===== src/rtl/instruction_fetch_unit_if.sv =====
// Fetch-stage bus: start/entry select, decode redirect/stall controls,
// the instruction-memory address/data pair and the IF/ID register outputs.
interface instruction_fetch_unit_if #(
    parameter int ADDR_W = 10
);
    logic              start;
    logic [1:0]        prog_sel;
    logic              stall;
    logic              branch_taken;
    logic [15:0]       branch_offset;
    logic              jump;
    logic [25:0]       jump_target;
    logic [31:0]       instrucao;
    logic [ADDR_W-1:0] address;
    logic [31:0]       instr_out;
    logic [ADDR_W-1:0] pc_out;
    logic              valid;
    logic              busy;
    logic              halted;

    modport master (
        input  start, prog_sel, stall, branch_taken, branch_offset,
               jump, jump_target, instrucao,
        output address, instr_out, pc_out, valid, busy, halted
    );

    modport slave (
        output start, prog_sel, stall, branch_taken, branch_offset,
               jump, jump_target, instrucao,
        input  address, instr_out, pc_out, valid, busy, halted
    );
endinterface


===== src/rtl/instruction_fetch_unit.sv =====
// PC + IF/ID fetch stage: one instruction per cycle, one bubble per redirect,
// stall holds PC and IF/ID. Optional perf counters under IFETCH_PERF_COUNT_EN.
module instruction_fetch_unit #(
    parameter int ADDR_W     = 10,
    parameter int MEM_DEPTH  = 81,
    parameter int PROG0_BASE = 0,
    parameter int PROG1_BASE = 10,
    parameter int PROG2_BASE = 21,
    parameter int PROG3_BASE = 0
) (
    input  logic                      clock,
    input  logic                      reset_n,
    instruction_fetch_unit_if.master  bus
`ifdef IFETCH_PERF_COUNT_EN
    ,
    output logic [15:0]               fetch_count,
    output logic [15:0]               bubble_count
`endif
);
    typedef enum logic [1:0] {IDLE, FETCH, HALT} state_t;

    localparam logic [ADDR_W:0]   DEPTH = (ADDR_W+1)'(MEM_DEPTH);
    localparam logic [ADDR_W-1:0] BASE0 = ADDR_W'(PROG0_BASE);
    localparam logic [ADDR_W-1:0] BASE1 = ADDR_W'(PROG1_BASE);
    localparam logic [ADDR_W-1:0] BASE2 = ADDR_W'(PROG2_BASE);
    localparam logic [ADDR_W-1:0] BASE3 = ADDR_W'(PROG3_BASE);

    state_t            state, state_nxt;
    logic [ADDR_W-1:0] pc, pc_nxt;
    logic [ADDR_W-1:0] pc_out_q, pc_out_nxt;
    logic [31:0]       instr_q, instr_nxt;
    logic              valid_q, valid_nxt;
    logic [ADDR_W-1:0] entry_pc, branch_pc, redirect_pc;
    logic              redirect, stalled, fetched, restart;

    always_comb begin
        case (bus.prog_sel)
            2'd0:    entry_pc = BASE0;
            2'd1:    entry_pc = BASE1;
            2'd2:    entry_pc = BASE2;
            default: entry_pc = BASE3;
        endcase
    end

    // Low bits of the sign-extended offset suffice: the sum wraps modulo 2^ADDR_W.
    assign branch_pc   = pc_out_q + ADDR_W'(1) + bus.branch_offset[ADDR_W-1:0];
    assign redirect_pc = bus.jump ? bus.jump_target[ADDR_W-1:0] : branch_pc;

    always_comb begin
        state_nxt  = state;
        pc_nxt     = pc;
        pc_out_nxt = pc_out_q;
        instr_nxt  = instr_q;
        valid_nxt  = valid_q;
        redirect   = 1'b0;
        stalled    = 1'b0;
        fetched    = 1'b0;
        restart    = 1'b0;
        case (state)
            IDLE, HALT: begin
                valid_nxt = 1'b0;
                if (bus.start) begin
                    restart   = 1'b1;
                    pc_nxt    = entry_pc;
                    state_nxt = FETCH;
                end
            end
            FETCH: begin
                // Redirects only act on a live instruction in the IF/ID register.
                if (valid_q && (bus.jump || bus.branch_taken)) begin
                    redirect  = 1'b1;
                    pc_nxt    = redirect_pc;
                    valid_nxt = 1'b0;
                    if ({1'b0, redirect_pc} >= DEPTH)
                        state_nxt = HALT;
                end else if (bus.stall) begin
                    stalled = 1'b1;
                end else if ({1'b0, pc} >= DEPTH) begin
                    valid_nxt = 1'b0;
                    state_nxt = HALT;
                end else begin
                    fetched    = 1'b1;
                    instr_nxt  = bus.instrucao;
                    pc_out_nxt = pc;
                    valid_nxt  = 1'b1;
                    pc_nxt     = pc + ADDR_W'(1);
                end
            end
            default: state_nxt = IDLE;
        endcase
    end

    always_ff @(posedge clock) begin
        if (!reset_n) begin
            state    <= IDLE;
            pc       <= '0;
            pc_out_q <= '0;
            instr_q  <= '0;
            valid_q  <= 1'b0;
        end else begin
            state    <= state_nxt;
            pc       <= pc_nxt;
            pc_out_q <= pc_out_nxt;
            instr_q  <= instr_nxt;
            valid_q  <= valid_nxt;
        end
    end

    assign bus.address   = pc;
    assign bus.instr_out = instr_q;
    assign bus.pc_out    = pc_out_q;
    assign bus.valid     = valid_q;
    assign bus.busy      = (state == FETCH);
    assign bus.halted    = (state == HALT);

`ifdef IFETCH_PERF_COUNT_EN
    always_ff @(posedge clock) begin
        if (!reset_n || restart) begin
            fetch_count  <= '0;
            bubble_count <= '0;
        end else begin
            if (fetched && fetch_count != 16'hFFFF)
                fetch_count <= fetch_count + 16'd1;
            if ((redirect || stalled) && bubble_count != 16'hFFFF)
                bubble_count <= bubble_count + 16'd1;
        end
    end
`else
    logic unused_perf;
    assign unused_perf = restart ^ redirect ^ stalled ^ fetched;
`endif
endmodule


===== src/flat_wrapper.sv =====
// flat-port wrapper written by rule: the top's interface ports become plain ports
module instruction_fetch_unit_flat 
#(
    parameter int ADDR_W     = 10,
    parameter int MEM_DEPTH  = 81,
    parameter int PROG0_BASE = 0,
    parameter int PROG1_BASE = 10,
    parameter int PROG2_BASE = 21,
    parameter int PROG3_BASE = 0
)
  (clock, reset_n, bus_start, bus_prog_sel, bus_stall, bus_branch_taken, bus_branch_offset, bus_jump, bus_jump_target, bus_instrucao, bus_address, bus_instr_out, bus_pc_out, bus_valid, bus_busy, bus_halted);
  instruction_fetch_unit_if #(.ADDR_W(ADDR_W)) bus_i ();
  input  logic clock;
  input  logic reset_n;
  input wire logic [$bits(bus_i.start)-1:0] bus_start;
  input wire logic [$bits(bus_i.prog_sel)-1:0] bus_prog_sel;
  input wire logic [$bits(bus_i.stall)-1:0] bus_stall;
  input wire logic [$bits(bus_i.branch_taken)-1:0] bus_branch_taken;
  input wire logic [$bits(bus_i.branch_offset)-1:0] bus_branch_offset;
  input wire logic [$bits(bus_i.jump)-1:0] bus_jump;
  input wire logic [$bits(bus_i.jump_target)-1:0] bus_jump_target;
  input wire logic [$bits(bus_i.instrucao)-1:0] bus_instrucao;
  output wire logic [$bits(bus_i.address)-1:0] bus_address;
  output wire logic [$bits(bus_i.instr_out)-1:0] bus_instr_out;
  output wire logic [$bits(bus_i.pc_out)-1:0] bus_pc_out;
  output wire logic [$bits(bus_i.valid)-1:0] bus_valid;
  output wire logic [$bits(bus_i.busy)-1:0] bus_busy;
  output wire logic [$bits(bus_i.halted)-1:0] bus_halted;
  assign bus_i.start = bus_start;
  assign bus_i.prog_sel = bus_prog_sel;
  assign bus_i.stall = bus_stall;
  assign bus_i.branch_taken = bus_branch_taken;
  assign bus_i.branch_offset = bus_branch_offset;
  assign bus_i.jump = bus_jump;
  assign bus_i.jump_target = bus_jump_target;
  assign bus_i.instrucao = bus_instrucao;
  assign bus_address = bus_i.address;
  assign bus_instr_out = bus_i.instr_out;
  assign bus_pc_out = bus_i.pc_out;
  assign bus_valid = bus_i.valid;
  assign bus_busy = bus_i.busy;
  assign bus_halted = bus_i.halted;
  instruction_fetch_unit #(.ADDR_W(ADDR_W), .MEM_DEPTH(MEM_DEPTH), .PROG0_BASE(PROG0_BASE), .PROG1_BASE(PROG1_BASE), .PROG2_BASE(PROG2_BASE), .PROG3_BASE(PROG3_BASE)) u_core (.clock(clock), .reset_n(reset_n), .bus(bus_i));
endmodule

===== config.mk =====
export PLATFORM = sky130hd
export DESIGN_NAME = instruction_fetch_unit_flat
export DESIGN_NICKNAME = d
export VERILOG_FILES = /design/src/rtl/instruction_fetch_unit_if.sv /design/src/rtl/instruction_fetch_unit.sv /design/src/flat_wrapper.sv
export SDC_FILE = /design/constraint.sdc
export NUM_CORES = 1
export LEC_CHECK = 0
export CORE_MARGIN = 2
export CORE_UTILIZATION = 45
export CTS_CLUSTER_DIAMETER = 30
export DETAILED_ROUTE_END_ITERATION = 8
export HOLD_SLACK_MARGIN = 0.06
export PLACE_DENSITY = 0.87
export SYNTH_ARGS = -nofsm -noshare
export SYNTH_HDL_FRONTEND = slang
export SYNTH_SLANG_ARGS = --single-unit

===== constraint.sdc =====
create_clock -name clock -period 3.91 [get_ports clock]
set_clock_uncertainty 0.2 [all_clocks]
set_input_delay 0.782 -clock clock [delete_from_list [all_inputs] [get_ports clock]]
set_output_delay 0.782 -clock clock [all_outputs]
set_load 0.005 [all_outputs]

---- After elaboration in Yosys (flattened, before gate mapping) ----
Cells that the tools add are included.
cells by class
  add/sub/neg operators ................... 3
  magnitude comparators ................... 2
  equal/unequal tests ..................... 9
  multiplexer cells ....................... 17
  bitwise operators ....................... 3
  reductions and logical operators ........ 9
operators by type and width
  cell                     number
  $mux W10                 5
  $add A10 B1 Y10 const B  2
  $ge A10 B7 Y1 const B    2
  $pmux W10 S2             1
  $reduce_and A4 Y1        3
  $add A10 B10 Y10         1
  $mux W2                  5
  $pmux W5 S2              1
  $ne A3 B2 Y1 const B     2
  $eq A2 B1 Y1 const B     2
  $eq A2 B2 Y1 const B     2
  $pmux W2 S2              1
  $mux W1                  3
  $ne A3 B1 Y1 const B     1
  $ne A3 B3 Y1 const B     1
  $not A1 Y1               3
  $logic_not A2 Y1         1
  $ne A2 B2 Y1 const B     1
  $pmux W1 S2              1
  $reduce_and A2 Y1        1
  $reduce_bool A2 Y1       1
  $reduce_or A2 Y1         1
  $logic_and A1 B1 Y1      1
  $logic_or A1 B1 Y1       1
word-level totals
  flip-flop bits (word level) ............. 55
  bits of input ports ..................... 82

---- Longest topological paths before layout ----
  depth in word-level cells ............... 7
  mapped depth ............................ 10

---- Worst setup path after synthesis ----
Ideal clock, no wire load.
  kind .................................... input port to flip-flop
  from .................................... in bus_branch_offset[0]
  to ...................................... reg u_core.state[1]
  setup time .............................. 0.122 ns
  arrival time ............................ 2.612 ns
  setup slack ............................. 0.976 ns
  stages .................................. 10
  buffers on the path ..................... 0
  path through ............................ inv_1 -> ha_1 -> inv_1 -> fa_1 -> a21oi_1 -> o21bai_1 -> a21oi_1 -> o311ai_0 -> or3_1 -> o311a_1
between the ends
  word-level cells in the longest chain between the ends .. 5
RTL lines
  what                         line                           RTL
  start, declared              flat_wrapper.sv:19             input wire logic [$bits(bus_i.branch_offset)-1:0] bus_branch_offset;
  $add A10 B10 Y10             instruction_fetch_unit.sv:46   assign branch_pc = pc_out_q + ADDR_W'(1) + bus.branch_offset[ADDR_W-1:0];
  $mux W10                     instruction_fetch_unit.sv:47   assign redirect_pc = bus.jump ? bus.jump_target[ADDR_W-1:0] : branch_pc;
  $ge A10 B7 Y1                instruction_fetch_unit.sv:74   if ({1'b0, redirect_pc} >= DEPTH)
  $ne A3 B3 Y1 (no line)       -
  $reduce_and A4 Y1 (no line)  -
  end signal, assigned         instruction_fetch_unit.sv:101  state <= state_nxt;
  end, declared                instruction_fetch_unit.sv:28   state_t state, state_nxt;
No other way between the ends.
A chain may end at the register's enable or synchronous reset.

---- Worst setup path after layout ----
Ends and elaborated chain as after synthesis.

==> run metrics <==
root buffer cell=clkbuf_8; met2 wire length=3950 um; Vias=3129; top cells by area, synth=dfxtp_1 38%, nand2_1 12%, a21oi_1 10%; Layout Cells excl Fill=567; FF+latch count, synth=55; WHS=258 ps; Placed Cells=559; commonest non-fill, non-tap cell in the layout=clkdlybuf4s50_1; H-tree Lvls=2; Routed WL=8410 um; Sink Count=55; max_cap viols=0; Syn Std Cell Area=2910 sq um; max-slew violation count=0; worst-skew pair later-pin latency=310 ps; headroom to the max-slew limit=53.0%; CP Capture Type=flop; synth-to-layout area growth=44.4%; antenna violations before repair=0; startpoint types=input port; largest area contributor in the netlist=dfxtp_1; fmax=298 MHz; gp weighted congestion=0.903; filler instances=551; critical path type=in -> reg; Synth Warn #=0; worst-case clock buffer depth=2; Setup violations, final=0; core area=6310 sq um; # Post-CTS Setup Buffers=0; footprint of the multi-input gates=1650 sq um; NumNets Final=584; DRT iter0 DRCs=262; Detailed Place HPWL=6240 um; setup tns final=0 ps; dpl cell area=4110 sq um; number of I/O pins=137; Syn Inst Count=383; die width=84.4 um; Yosys cell types=55; Seq/Total Area, Yosys=37.9%; via count of the first global-routing pass=2988; Remaining Overflow, GRT=0; largest net degree at the start of global routing=39; final period utilization=85.7%; met3 wire len=812 um; CTS Hold Bufs=0; top_reg_cell synth=dfxtp_1; syn_area_per_cell=7.59 sq um; Die Height=84.4 um; antenna viol nets, final=0; commonest cells after routing, fill and taps aside=114 x clkdlybuf4s50_1, 93 x nand2_1, 59 x a21oi_1; Clock transition at path regs=100 ps; first-pass GRT wire length=13700 um; port buffer count=114; Slew @ Worst Pin=697 ps; die area=7110 sq um; row cnt=29; top routing layer in use=met4; critical-path cell list=clkdlybuf4s50_1 > inv_1 > ha_1 > inv_1 > fa_1 > a21oi_1 > o21bai_1 > a21oi_1 > o311ai_0 > or3_1 > o311a_1; worst-path fanout max=4; RSZ-0062 raised after global routing=no; share of cells above drive strength 1=3.67%; status=finished, final reports clean; maximum vdd ir drop=0.214 mV; post-CTS sizing=0; TritonCTS Buffers=5; met1 WL=3520 um; Lkg Pwr=1.55 nW; final hold violations=0; Hold WC Path Type=reg -> reg; largest stage delay on the critical path=410 ps; EDFF count, synth=0; async set or reset register ratio after synthesis=0%; design area=4190 sq um; post-route minimum period=3350 ps; WL/cell=14.8 um; CP required=3910 ps; PwrDens=279 nW/um^2; syn nets=478; TritonRoute pass-1 iters=4; DRC Markers=0; Via density=5.52; Initial Utilization=46.0%; Critical Path AT=3360 ps; Diodes inserted=0; GR Util All Layers=23.2%; share of the synthesized area in the top cell type=37.9%; Critical Path Slowest Stage Cell=fa_1; CTS tree=yes; storage element area=1100 sq um
==> cells in the mapped netlist (all sizes together) (2+ instances only) <==
cell    number
a2111o       2
a21o         2
a21oi       59
a221oi       2
a22oi        3
a31oi        3
and2         2
and3         6
buf          5
clkbuf      16
dfxtp       55
ha          12
inv         16
mux2i        2
nand2       93
nand2b       3
nand3       11
nand3b       2
nor2        18
nor2b        4
nor3         3
nor3b        3
o211a        2
o211ai       2
o21ai       16
o21bai       2
o311a        2
o311ai       2
o31ai        4
or3          5
or4          3
xnor2        2
xor2         4
==> worst paths after layout <==
kind	start	to	slack (ps)	cells past startpoint
max	bus_branch_offset[0]	u_core.state[1]	560	11
min	u_core.bus.instr_out[0]	u_core.bus.instr_out[0]	260	2
max reg2reg	u_core.bus.address[1]	u_core.bus.pc_out[4]	700	9
min reg2reg	u_core.bus.instr_out[0]	u_core.bus.instr_out[0]	260	2
==> layer usage <==
metal / global-route usage, % / vias up
li1: - / 1546
met1: 27.9 / 1438
met2: 38.3 / 132
met3: 8.46 / 13
met4: 8.08 / 0
met5: 0 / -
==> cells by family after synthesis <==
| group | after synthesis | synth area share [%] |
|---|---|---|
| buffers and inverters | 37 | 5.21 |
| AND/OR/NAND/NOR | 158 | 24.8 |
| multiplexers | 3 | 1.08 |
| XOR/XNOR | 6 | 1.81 |
| flip-flops | 55 | 37.9 |
| adder cells (fa/ha/maj) | 13 | 5.86 |
| AO/OA/AOI/OAI | 111 | 23.3 |
==> through the flow <==
step	setup WS [ps]	util, %	total power [mW]
finish	558	66.4	1.17
CTS	571	66.4	1.17
floorplan	976	-	0.731
global placement	309	65.1	0.860
detailed placement	235	65.1	0.867
global route	378	66.4	1.22
==> power breakdown <==
| part | internal, mW | leakage (nW) | total, mW | switching [mW] |
|---|---|---|---|---|
| logic | 0.140 | 1.06 | 0.255 | 0.115 |
| registers | 0.581 | 0.447 | 0.602 | 0.0200 |
| clock network | 0.126 | 0.0412 | 0.313 | 0.187 |
==> critical path: cells and delay by family <==
kind	cells	cell delay, ps
AOI/OAI and AO/OA	5	1100
buffers and inverters	3	510
adders and majority gates	2	570
and+or+nand+nor	1	390
==> cell type report <==
class	count	share of cell area, %
repair buffers	120	28.6
clock inverters	2	0.298
well taps	77	2.30
clock buffers	6	1.73
inverters	16	1.43
multi-input cells	291	39.4
flip-flops and latches	55	26.3
==> state kept, by name, indices dropped and copies added, names as in the netlist <==
name / count
u_core.bus.address: 10
u_core.bus.valid: 1
u_core.state: 2
u_core.bus.instr_out: 32
u_core.bus.pc_out: 10
No activity file was read; power rests on OpenSTA's default activity.
